**src/rtl/count_step_monitor.sv**
```systemverilog
// count_step_monitor: watches a 4-bit up-counter stream, pulses on legal steps/wraps, flags illegal jumps.
// Optional WRAP_SATURATE_EN: wrap_cnt saturates at all-ones instead of rolling over.
//
// state | meaning
// ARM   | first sample after reset or clear; captures prev, no check
// TRACK | each sample must equal prev (hold) or prev+1 mod MAX_VAL+1 (step)
// ERROR | sticky error; pulses off, wrap_cnt frozen, waits for clr_err
module count_step_monitor #(
  parameter int WRAP_W  = 8,
  parameter int MAX_VAL = 15
) (
  input  logic              clk,
  input  logic              rstn,
  input  logic [3:0]        count_in,
  input  logic              clr_err,
  output logic              step_pulse,
  output logic              wrap_pulse,
  output logic [WRAP_W-1:0] wrap_cnt,
  output logic              err,
  output logic [1:0]        state_o
);

  localparam logic [1:0] ST_ARM   = 2'b00;
  localparam logic [1:0] ST_TRACK = 2'b01;
  localparam logic [1:0] ST_ERROR = 2'b10;
  localparam logic [3:0] MAX_V    = 4'(MAX_VAL);

  logic [1:0]        state_q, state_d;
  logic [3:0]        prev_q;
  logic              step_q, step_d;
  logic              wrap_q, wrap_d;
  logic [WRAP_W-1:0] wrap_cnt_q, wrap_cnt_d;
  logic              err_q, err_d;
  logic [3:0]        inc;
  logic [WRAP_W-1:0] wrap_cnt_inc;

  assign inc = (prev_q == MAX_V) ? 4'd0 : prev_q + 4'd1;

`ifdef WRAP_SATURATE_EN
  assign wrap_cnt_inc = (wrap_cnt_q == {WRAP_W{1'b1}}) ? wrap_cnt_q : wrap_cnt_q + 1'b1;
`else
  assign wrap_cnt_inc = wrap_cnt_q + 1'b1;
`endif

  always_comb begin
    state_d    = state_q;
    step_d     = 1'b0;
    wrap_d     = 1'b0;
    wrap_cnt_d = wrap_cnt_q;
    err_d      = err_q;
    case (state_q)
      ST_ARM: state_d = ST_TRACK;
      ST_TRACK: begin
        // values above MAX_VAL are illegal even if they match prev
        if (count_in > MAX_V) begin
          err_d   = 1'b1;
          state_d = ST_ERROR;
        end else if (count_in == prev_q) begin
          state_d = ST_TRACK;
        end else if (count_in == inc) begin
          step_d = 1'b1;
          if (prev_q == MAX_V) begin
            wrap_d     = 1'b1;
            wrap_cnt_d = wrap_cnt_inc;
          end
        end else begin
          err_d   = 1'b1;
          state_d = ST_ERROR;
        end
      end
      ST_ERROR: begin
        if (clr_err) begin
          err_d      = 1'b0;
          wrap_cnt_d = '0;
          state_d    = ST_ARM;
        end
      end
      default: state_d = ST_ARM;
    endcase
  end

  always_ff @(posedge clk or negedge rstn) begin
    if (!rstn) begin
      state_q    <= ST_ARM;
      prev_q     <= 4'd0;
      step_q     <= 1'b0;
      wrap_q     <= 1'b0;
      wrap_cnt_q <= '0;
      err_q      <= 1'b0;
    end else begin
      state_q    <= state_d;
      prev_q     <= count_in;
      step_q     <= step_d;
      wrap_q     <= wrap_d;
      wrap_cnt_q <= wrap_cnt_d;
      err_q      <= err_d;
    end
  end

  assign step_pulse = step_q;
  assign wrap_pulse = wrap_q;
  assign wrap_cnt   = wrap_cnt_q;
  assign err        = err_q;
  assign state_o    = state_q;

endmodule

```
**config.mk**
```make
export PLATFORM = sky130hd
export DESIGN_NAME = count_step_monitor
export DESIGN_NICKNAME = d
export VERILOG_FILES = /design/src/rtl/count_step_monitor.sv
export SDC_FILE = /design/constraint.sdc
export NUM_CORES = 1
export LEC_CHECK = 0
export ABC_CLOCK_PERIOD_IN_PS = 5900
export BUFFER_PORTS_ARGS = -buffer_cell sky130_fd_sc_hd__clkbuf_2
export CAP_MARGIN = 20
export CELL_PAD_IN_SITES_DETAIL_PLACEMENT = 1
export CELL_PAD_IN_SITES_GLOBAL_PLACEMENT = 1
export CORE_AREA = 8 8 65 53
export DETAILED_ROUTE_END_ITERATION = 8
export DIE_AREA = 0 0 73 61
export PLACE_DENSITY_LB_ADDON = 0.1
export SLEW_MARGIN = 10
export SYNTH_ARGS = -nofsm -noshare
export SYNTH_HDL_FRONTEND = slang
export SYNTH_SLANG_ARGS = --single-unit
```
**constraint.sdc**
```tcl
create_clock -name clk -period 5.9 [get_ports clk]
set_clock_uncertainty 0.05 [all_clocks]
set_input_delay 0.295 -clock clk [delete_from_list [all_inputs] [get_ports clk]]
set_output_delay 0.295 -clock clk [all_outputs]
set_load 0.05 [all_outputs]
```
Word level (Yosys, flattened, before mapping)
Cells that the tools add are included.

word-level totals
  bits in registers = 17
  input port bits = 7

operators by class
  add/sub/neg operators = 2
  magnitude comparators = 1
  eq/ne operators = 13
  multiplexer cells = 26
  reduce and logical (&&, ||, !) cells = 5

operator list
  kind                                                   number
  two-way mux 8 bit                                      5
  case mux 8 bit (2 select lines)                        1
  two-way mux 1 bit                                      13
  != test 2 bit (second input constant)                  5
  adder 8 x 1 -> 8 bit (second input constant)           1
  equality test 4 bit                                    2
  two-way mux 2 bit                                      4
  != test 3 bit (second input constant)                  2
  case mux 2 bit (3 select lines)                        1
  AND reduction 6 bit                                    1
  adder 4 x 1 -> 4 bit (second input constant)           1
  equality test 4 bit (second input constant)            1
  greater-than comparator 4 bit (second input constant)  1
  two-way mux 4 bit                                      1
  != test 4 bit (second input constant)                  1
  AND reduction 4 bit                                    1
  equality test 2 x 1 -> 1 bit (second input constant)   1
  equality test 2 bit (second input constant)            1
  logical NOT 2 bit                                      1
  case mux 1 bit (2 select lines)                        1
  AND reduction 2 bit                                    1
  nonzero test 2 bit                                     1

Logic depth before layout (Yosys ltp)
  depth in word-level cells = 7
  gate-level depth with buffers = 7

Worst setup path after synthesis
OpenSTA, ideal clock, no wires.

  path type = register to register
  from = register state_q[0] (netlist: state_o[0])
  to = register wrap_cnt_q[6] (netlist: wrap_cnt[6])
  arrival time = 1.904 ns
  data required time = 5.719 ns
  slack = 3.815 ns
  cell stages (with the launch flop) = 7
  path buffers = 1
  path through = dfrtp_1 nor2b_1 and3_1 and2_0 clkbuf_1 a31oi_1 or3b_1

between the ends
  cells in the longest elaborated chain, start to end = 3
  elaborated cells on any way between the ends = 10

RTL lines
  item                                                                  RTL line  text
  start: declaration                                                    28        logic [1:0] state_q, state_d;
  start signal: assignment                                              91        state_q <= state_d;
  equality test 2 x 1 -> 1 bit or equality test 2 bit (tied branches)   51        case (state_q)
  != test 2 bit (no source line) or nonzero test 2 bit (tied branches)  --
  AND reduction 6 bit (no source line)                                  --
  end signal: assignment                                                95        wrap_cnt_q <= wrap_cnt_d;
  end: declaration                                                      32        logic [WRAP_W-1:0] wrap_cnt_q, wrap_cnt_d;

Parallel ways exist; a longest one is shown, timed or not.
A chain may end at the register's enable or synchronous reset.

Final worst setup path
  from = register prev_q[2]
  to = register wrap_cnt_q[1] (netlist: wrap_cnt[1])

between the ends
  cells in the longest elaborated chain, start to end = 5
  elaborated cells on any way between the ends = 9

RTL lines
  item                                                         RTL line  text
  start: declaration                                           29        logic [3:0] prev_q;
  start signal: assignment                                     92        prev_q <= count_in;
  adder 4 x 1 -> 4 bit or equality test 4 bit (tied branches)  37, 62
  two-way mux 4 bit                                            37        assign inc = (prev_q == MAX_V) ? 4'd0 : prev_q + 4'd1;
  equality test 4 bit                                          60        end else if (count_in == inc) begin
  != test 2 bit (no source line)                               --
  AND reduction 6 bit (no source line) *                       --

Mark *: on every way between the ends. The rest lies on a longest branch, timed or not.

==> results.py <==
metrics = {
    "routing": {
        "drtAntennaViolNets": 0,
        "drt_iter0_drc": 54,
        "wl_per_cell_um": 16.25,
        "via_count": 887,
        "wl_um": 2682,
        "drt-pass1-iter-count": 4,
        "via_per_inst": 5.376,
        "drc": 0,
    },
    "yosys": {
        "synthDistinctLibCells": 37,
        "synth_seq_cells": 17,
        "synth-compound-area-share": 0.1452,
        "synth_top_family_by_area": "simple AND/OR/NAND/NOR gates",
        "netlist_instances": 108,
        "synth_edf_count": 0,
        "synth_xor_area_frac": 0.09181,
        "synthSimpleGateAreaFrac": 0.2978,
        "synth_ff_type": "dfrtp_1",
        "synthAdderAreaFrac": 0.02481,
        "yosys.area.top_type": "dfrtp_1",
        "syn_area_per_cell_sq_um": 9.338,
        "synth_nets": 117,
        "synth_top_area_frac": 0.4218,
        "synthesis.area_sq_mm": 0.001008,
        "seq_area_frac_synth": 0.4218,
        "synth_mux_area_frac": 0,
        "ys_top_cells_by_area": "dfrtp_1 (42%), nand2_1 (4.8%), nand3_1 (4.5%), xor2_1 (4.3%), nor2_1 (2.6%)",
        "yosysWarnings": 0,
        "synthArstFlopShare": 1.000,
    },
    "floorplan": {
        "die_w_um": 73,
        "num_rows": 16,
        "coreArea_sq_mm": 0.002462,
        "initial_core_util": 0.4096,
        "io_pins": 20,
        "dieArea_sq_mm": 0.004453,
        "die_y_um": 61,
    },
    "sta": {
        "finalWorstSetupSlack_ns": 3.540,
        "finalHoldViolCount": 0,
        "worst_pin_slew_ns": 0.9481,
        "clock.fmax_ghz": 0.4237,
        "period_minus_slack_ns": 2.360,
        "maxSlewViolCount": 0,
        "fin_crit_sh": 0.4000,
        "rsz0062_at_grt": "false",
        "setup_violations": 0,
        "setup-tns-final_ns": 0,
        "max-slew-margin-rel": 0.3680,
    },
    "cts": {
        "cts-root-buf": "clkbuf_4",
        "numCtsBuffers": 3,
        "ctsHtreeMaxLevel": 1,
        "post-cts-setup-buffer-count": 0,
        "clkLatencyLatePin_ns": 0.29,
        "cts_sinks": 17,
        "cts_tree": "done",
        "clkTransAtPathRegs_ns": 0.10,
        "cts_resized": 0,
        "clockBufferDepth": 2,
    },
    "global_route": {
        "grt_pass1_vias": 908,
        "overflow": 0,
        "antenna_found_initial": 0,
        "grt_max_degree": 18,
        "grt_pass1_wl_um": 4519,
        "grt_usage": 0.1322,
    },
    "job": {
        "drv_cap": 0,
    },
    "worst_setup_path": {
        "crit_start": "prev_q[2]",
        "cp.required_ns": 6.04,
        "r2r_start": "prev_q[2]",
        "cp_max_fo": 14,
        "critical_path.top_delay_family": "compound AO/OA/AOI/OAI gates",
        "path_cells": "xor2_1 > o41ai_1 > o2bb2ai_1 > nor4_1 > a221o_1",
        "worstPathArrival_ns": 2.50,
        "startpoint_type": "flip-flop",
        "crit_type": "flip-flop to flip-flop",
        "crit_path_max_incr_delay_ns": 0.58,
        "crit_slowest_cell": "o41ai_1",
        "end_kind": "flip-flop",
        "critPathBufInv": 0,
    },
    "pwr": {
        "leakage_nw": 0.5343,
        "powerDensity_mw_per_mm2": 463.9,
        "ir_drop_mv": 0.2388,
        "total_power_mw": 0.5450,
    },
    "cells_and_area": {
        "final_cell_mix": "clkbuf_2 (19), dfrtp_1 (17), nand2_1 (13), nand3_1 (9), nor2_1 (7)",
        "fill_cells": 307,
        "final_common_cell": "clkbuf_2",
        "drive_gt1_frac": 0.1938,
        "stdcell_count": 165,
        "nNetsFinal": 139,
        "areaGrowthSynthToFinish_pct": 16.50,
        "finish.utilization": 0.4771,
        "antenna-diode-count": 0,
    },
    "min_path": {
        "hold_path.class": "primary input to flip-flop",
        "hp-start": "count_in[2]",
    },
    "placement": {
        "pre_cts_slack_ns": 3.561,
        "place_inst": 160,
        "place_hpwl_um": 2011,
        "io_buffers": 19,
        "gp_congestion": 0.8308,
    },
    "run_status": {
        "status": "completed",
    },
}
## power breakdown
part	switching [mW]	leakage (nW)	internal, mW
Combinational	0.207	0.306	0.0848
Sequential	0.0424	0.210	0.148
Clock	0.0379	0.0177	0.0252
Total	0.287	0.534	0.258
## metrics by stage
stage	area, sq um	hold WS [ns]
6_report	1175	0.09358
4_1_cts	1175	0.08663
2_1_floorplan	1008	-0.05059
3_3_place_gp	1137	0.2063
5_1_grt	1175	0.07775
3_5_place_dp	1137	0.2119
## per-layer routing
layer,vias up,global-route usage,wire (um)
met5,-,0,0
met3,0,0.04620,79
li1,441,-,-
met1,434,0.1718,1384
met2,12,0.2084,1218
met4,0,0.02273,0
## cells by family after synthesis
family	Yosys count
AO/OA/AOI/OAI	20
flip-flops	17
adder cells (fa/ha/maj)	2
AND/OR/NAND/NOR	55
buffers and inverters	5
XOR/XNOR	9
## cells in the mapped netlist (all sizes together), types with 2 or more instances
library cell  number
nor4               2
nor2b              3
a31oi              3
ha                 2
nor3               3
o311ai             2
nand2             13
nand4b             2
and3               3
dfrtp             17
or4b               2
a21oi              2
clkbuf             3
and2               4
nand3              9
xor2               5
nor2               7
xnor2              3
inv                2
o21ai              5
## registers in the layout, indices dropped and copies added (netlist names)
| name | cells |
|---|---|
| err | 1 |
| prev_q | 4 |
| state_o | 2 |
| step_pulse | 1 |
| wrap_cnt | 8 |
| wrap_pulse | 1 |
## cell type report
type / count / area, sq um / area share
repair buffers: 20 / 105.1 / 0.08946
clock buffers: 3 / 22.52 / 0.01917
flip-flops and latches: 17 / 425.4 / 0.3621
multi-input cells: 86 / 564.3 / 0.4803
inverters: 2 / 7.507 / 0.006390
clock inverters: 1 / 5.005 / 0.004260
well taps: 36 / 45.04 / 0.03834
## worst paths after layout
check	end	slack, ns	depth (start not counted)
worst min-delay path	prev_q[2]	0.09	1
worst min register to register	err	0.48	2
max in group asynchronous	wrap_cnt[5]	5.08	2
min in group asynchronous	prev_q[2]	0.42	2
worst max-delay path	wrap_cnt[1]	3.54	5
worst max register to register	wrap_cnt[1]	3.54	5
## repair_timing
item | CTS | global route
hold endpoints to repair | 17 | 0
hold buffers | 1 | 0
setup endpoints to repair | 0 | 0
No activity file was read; power rests on OpenSTA's default activity.
